<file path="src/rtl/ram_arb_pkg.sv">
// Shared types and constants for the two-master RAM arbiter.
package ram_arb_pkg;

    localparam int AW = 6;
    localparam int DW = 8;

    typedef enum logic {
        M0 = 1'b0,
        M1 = 1'b1
    } req_id_t;

    typedef struct packed {
        logic    valid;
        req_id_t id;
    } rd_tag_t;

endpackage

</file>
<file path="src/rtl/rr_arb2.sv">
// Two-way round-robin arbiter; remembers the last accepted master.
module rr_arb2
    import ram_arb_pkg::*;
(
    input  logic       clk,
    input  logic       rst_n,
    input  logic [1:0] req,
    input  logic       accept,
    output logic [1:0] gnt
);

    req_id_t r_last_win;

    // Winner pointer moves only when a grant is actually taken.
    always_ff @(posedge clk or negedge rst_n) begin
        if (!rst_n) begin
            r_last_win <= M1;
        end else if (accept) begin
            r_last_win <= gnt[1] ? M1 : M0;
        end
    end

    // Lone requester wins outright; on conflict the previous loser wins.
    always_comb begin
        gnt = 2'b00;
        if (req == 2'b11) begin
            gnt = (r_last_win == M1) ? 2'b01 : 2'b10;
        end else begin
            gnt = req;
        end
    end

endmodule

</file>
<file path="src/rtl/ram_arbiter.sv">
// Round-robin arbiter and sequencer in front of the 64x8 single-port RAM.
module ram_arbiter
    import ram_arb_pkg::*;
#(
    parameter int AW = ram_arb_pkg::AW,
    parameter int DW = ram_arb_pkg::DW
) (
    input  logic          clk,
    input  logic          rst_n,
    input  logic          req0,
    input  logic          req1,
    input  logic          we0,
    input  logic          we1,
    input  logic [AW-1:0] addr0,
    input  logic [AW-1:0] addr1,
    input  logic [DW-1:0] wdata0,
    input  logic [DW-1:0] wdata1,
    output logic          gnt0,
    output logic          gnt1,
    output logic          rvalid0,
    output logic          rvalid1,
    output logic [DW-1:0] rdata0,
    output logic [DW-1:0] rdata1,
    output logic          ram_we,
    output logic [AW-1:0] ram_addr,
    output logic [DW-1:0] ram_wdata,
    input  logic [DW-1:0] ram_rdata
);

    logic [1:0]    w_arb_gnt;
    logic [1:0]    w_gnt;
    logic          w_accept;
    req_id_t       w_sel;
    logic          w_sel_we;
    logic [AW-1:0] w_sel_addr;
    logic [DW-1:0] w_sel_wdata;

    logic          r_ram_we;
    logic [AW-1:0] r_ram_addr;
    logic [DW-1:0] r_ram_wdata;
    rd_tag_t       r_tag1;
    rd_tag_t       r_tag2;

    rr_arb2 u_arb (
        .clk    (clk),
        .rst_n  (rst_n),
        .req    ({req1, req0}),
        .accept (w_accept),
        .gnt    (w_arb_gnt)
    );

    // Grants are forced low while reset is held so nothing is accepted.
    always_comb begin
        w_gnt       = w_arb_gnt & {2{rst_n}};
        w_accept    = |(w_gnt & {req1, req0});
        w_sel       = w_gnt[1] ? M1 : M0;
        w_sel_we    = (w_sel == M1) ? we1 : we0;
        w_sel_addr  = (w_sel == M1) ? addr1 : addr0;
        w_sel_wdata = (w_sel == M1) ? wdata1 : wdata0;
    end

    // RAM port registers; address/data hold when nothing is accepted.
    always_ff @(posedge clk or negedge rst_n) begin
        if (!rst_n) begin
            r_ram_we    <= 1'b0;
            r_ram_addr  <= '0;
            r_ram_wdata <= '0;
        end else begin
            r_ram_we <= w_accept & w_sel_we;
            if (w_accept) begin
                r_ram_addr <= w_sel_addr;
            end
            if (w_accept && w_sel_we) begin
                r_ram_wdata <= w_sel_wdata;
            end
        end
    end

    // Read tags follow the RAM's two-edge read latency so data and owner line up.
    always_ff @(posedge clk or negedge rst_n) begin
        if (!rst_n) begin
            r_tag1 <= '{valid: 1'b0, id: M0};
            r_tag2 <= '{valid: 1'b0, id: M0};
        end else begin
            r_tag1.valid <= w_accept & ~w_sel_we;
            r_tag1.id    <= w_sel;
            r_tag2       <= r_tag1;
        end
    end

    // Response demux: only the owner sees data, the other port reads zero.
    always_comb begin
        gnt0      = w_gnt[0];
        gnt1      = w_gnt[1];
        rvalid0   = r_tag2.valid && (r_tag2.id == M0);
        rvalid1   = r_tag2.valid && (r_tag2.id == M1);
        rdata0    = rvalid0 ? ram_rdata : '0;
        rdata1    = rvalid1 ? ram_rdata : '0;
        ram_we    = r_ram_we;
        ram_addr  = r_ram_addr;
        ram_wdata = r_ram_wdata;
    end

endmodule

</file>
<file path="config.mk">
export PLATFORM = sky130hd
export DESIGN_NAME = ram_arbiter
export DESIGN_NICKNAME = d
export VERILOG_FILES = /design/src/rtl/ram_arb_pkg.sv /design/src/rtl/rr_arb2.sv /design/src/rtl/ram_arbiter.sv
export SDC_FILE = /design/constraint.sdc
export NUM_CORES = 1
export LEC_CHECK = 0
export ABC_CLOCK_PERIOD_IN_PS = 1900
export CAP_MARGIN = 25
export CORE_MARGIN = 2
export CORE_UTILIZATION = 35
export CTS_CLUSTER_DIAMETER = 60
export CTS_CLUSTER_SIZE = 12
export DETAILED_ROUTE_END_ITERATION = 16
export DONT_BUFFER_PORTS = 1
export HOLD_SLACK_MARGIN = 0.08
export MAX_ROUTING_LAYER = met4
export PLACE_DENSITY = 0.58
export SYNTH_ARGS = -nofsm -noshare
export SYNTH_HDL_FRONTEND = slang
export SYNTH_SLANG_ARGS = --single-unit
</file>
<file path="constraint.sdc">
create_clock -name clk -period 1.9 [get_ports clk]
set_clock_uncertainty 0.2 [all_clocks]
set_input_delay 0.095 -clock clk [delete_from_list [all_inputs] [get_ports clk]]
set_output_delay 0.095 -clock clk [all_outputs]
set_load 0.03 [all_outputs]
</file>
==> flow_summary.yaml <==
power_and_ir_drop:
  irDropWorstVdd_uv: 719
  swShare_pct: 36.8
  internal-power_mw: 0.774
  switchingPower_mw: 0.450
  p_seq_share_pct: 58.0
  power_mw: 1.22
  cellPowerDensity_nw_per_um2: 817
  comb_power_share_pct: 22.0
  p_clk_share_pct: 20.0
  leakage_nw: 0.704
global_route:
  grt_max_degree: 25
  antenna_found_initial: 0
  grt_pass1_vias: 877
  grt_first_pass_wirelength_um: 4040
  grt_usage_pct: 16.5
  grt_overflow: 0
floorplanning:
  core_um2: 2730
  die_area_um2: 3300
  die_h_um: 57.5
  start_util_pct: 36.6
  die_w_um: 57.5
  rows: 19
  pin_count: 77
route:
  drc: 0
  antenna_left: 0
  drt_iter0_drc: 15
  wire_per_inst_um: 15.8
  drtPass1Iterations: 4
  wl_um: 2630
  vias_per_cell: 5.41
  vias: 903
run_status:
  outcome: "finished, final reports clean"
hold_path:
  hold_class: "input pin to flop"
setup_path:
  cp-start-kind: "flop"
  path_class: "flop to flop"
  endpoint_kind: "flop"
  cp_max_fo: 9
  crit_chain: "a21oi_1 > o21ai_2 > mux2_2"
  crit_required_ps: 1890
  critical_path_arrival_ps: 1810
  slowest_delay_ps: 610
  critical-path-slowest-cell: "dfstp_2"
  crit_buf_inv: 0
  cpLargestDelayFamily: "flip-flops"
logic_synthesis:
  synth-edff-count: 0
  yosysSeqAreaShare_pct: 50.1
  synth_cells: 90
  yosys_warnings: 0
  syn-cell-area_um2: 1000
  syn_nets: 132
  yosys.area.top_type: "dfrtp_1"
  synth_most_common_cell: "dfrtp_1"
  synthDistinctLibCells: 19
  synth_area_leaders: "dfrtp_1 48%, mux2_2 17%, nand2_1 6.4%"
  yosys-top-cells-count: "19 x dfrtp_1, 17 x nand2_1, 15 x mux2_2, 9 x and2_1, 8 x and3_1"
  synth_seq_cells: 20
  synthArstFlopShare_pct: 100
  syn_area_per_cell_um2: 11.1
  synth_flop_cell: "dfrtp_1"
  synth_top_area_share_pct: 47.5
cells_and_area:
  n_antenna_cell: 0
  drive_above_1_share_pct: 25.7
  layout.cells.non_filler: 167
  fillers: 222
  fin_area_um2: 1500
  final_util_pct: 54.8
  area_growth_pct: 49.8
  nNetsFinal: 179
clock_network:
  clkLatencyLatePin_ps: 290
  cts_max_level: 1
  cts.path.max_buffers: 2
  path_clk_slew_ps: 110
  cts_buffers: 3
  cts_root_buf: "clkbuf_4"
  tritoncts: "done"
  cts.sinks: 20
timing:
  final_max_slew_viol_count: 0
  rsz0062_at_grt: "no"
  period_share_pct: 95.5
  relSlewSlack_pct: 41.5
  fin_tns_setup_ps: 0
  fmaxAchievable_ghz: 0.551
  hold_viol_final: 0
  layout_min_cycle_time_ps: 1820
  setup_viol_count_final: 0
  worst_pin_slew_ps: 875
run:
  drv_cap: 0
place:
  dp.cells: 123
  hpwlAfterDp_um: 1590
  port_buffers: 0
  dpl_cell_area_um2: 1050
  gp_congestion: 0.639
-- layer usage --
metal	routed length, um	GRT usage (%)	up-vias	share of wire, %
met3	234	3.17	2	8.9
met1	883	17.1	427	34
met2	1490	30.7	68	57
met5	0	-	-	0
met4	24	5.98	0	0.91
li1	-	-	406	-
-- final timing paths --
| check | slack, ps | end | from | cells after the start |
|---|---|---|---|---|
| max in group asynchronous | 730 | ram_addr[0] | rst_n | 2 |
| min in group asynchronous | 240 | ram_addr[3] | rst_n | 2 |
| setup reg to reg | 80 | ram_wdata[3] | u_arb.r_last_win | 3 |
| hold / removal | 50 | r_tag1[1] | rst_n | 3 |
| hold reg to reg | 160 | r_tag2[0] | r_tag1[0] | 0 |
| setup / recovery | 80 | ram_wdata[3] | u_arb.r_last_win | 3 |
-- power by group through the flow --
stage	Combinational, mW	Sequential, mW	Clock (mW)
3_5_place_dp	0.179	0.718	0
2_1_floorplan	0.155	0.699	0
6_report	0.270	0.710	0.244
4_1_cts	0.243	0.709	0.252
3_3_place_gp	0.171	0.714	0
5_1_grt	0.296	0.718	0.267
-- timing repair --
action / in CTS / in global routing
hold buffers: 34 / 3
resized for setup: 1 / 1
buffers inserted: 0 / 3
endpoints found under the hold margin: 38 / 32
setup endpoints to repair: 1 / 9
-- layout make-up --
class / count / area (um^2) / share of cell area, %
clock buffer: 4 / 36.3 / 2.42
timing repair buffer: 44 / 433 / 28.9
multi-input combinational: 67 / 485 / 32.4
sequential: 20 / 502 / 33.5
tap: 31 / 38.8 / 2.59
inverter: 1 / 3.75 / 0.250
-- layout by cell type, fill, tap and decap left out --
master | netlist | routed
nand2_1 | 17 | 17
inv_1 | 1 | 1
a21oi_1 | 1 | 1
o21ai_1 | 1 | 1
and3_1 | 8 | 8
a21oi_4 | 1 | 1
nor2_1 | 3 | 2
dfstp_2 | 1 | 1
o21ai_2 | 1 | 1
buf_4 | 0 | 7
nor2b_2 | 1 | 2
and2_1 | 9 | 9
clkbuf_4 | 0 | 3
buf_12 | 0 | 1
mux2_2 | 15 | 15
nor2_2 | 0 | 1
dfrtp_1 | 19 | 19
dlygate4sd3_1 | 0 | 36
o21ai_0 | 1 | 1
mux2_4 | 2 | 2
a22oi_1 | 6 | 6
clkbuf_8 | 0 | 1
-- registers in the layout (all words and copies together) (netlist names) --
register	flops
ram_we	1
ram_wdata	8
r_tag1	2
ram_addr	6
r_tag2	2
u_arb.r_last_win	1
-- worst reg2reg max path, stage by stage (launching register included) --
cell     delay [ps]
dfstp_2         610
a21oi_1         100
o21ai_2         410
mux2_2          400
-- cells by family after synthesis --
family	Yosys count	share of synthesized area [%]
multiplexers	17	19.9
flip-flops	20	50.1
AO/OA/AOI/OAI	11	8.50
AND/OR/NAND/NOR	39	19.6
buffers and inverters	3	1.87
-- per-stage QoR --
step           hold slack (ps)  setup WS [ps]
5_1_grt                   92.5           19.7
3_5_place_dp              -400           99.6
6_report                  46.4           84.6
2_1_floorplan             -401            134
4_1_cts                   -738           41.7
3_3_place_gp              -400            183
No activity file was read; power rests on OpenSTA's default activity.
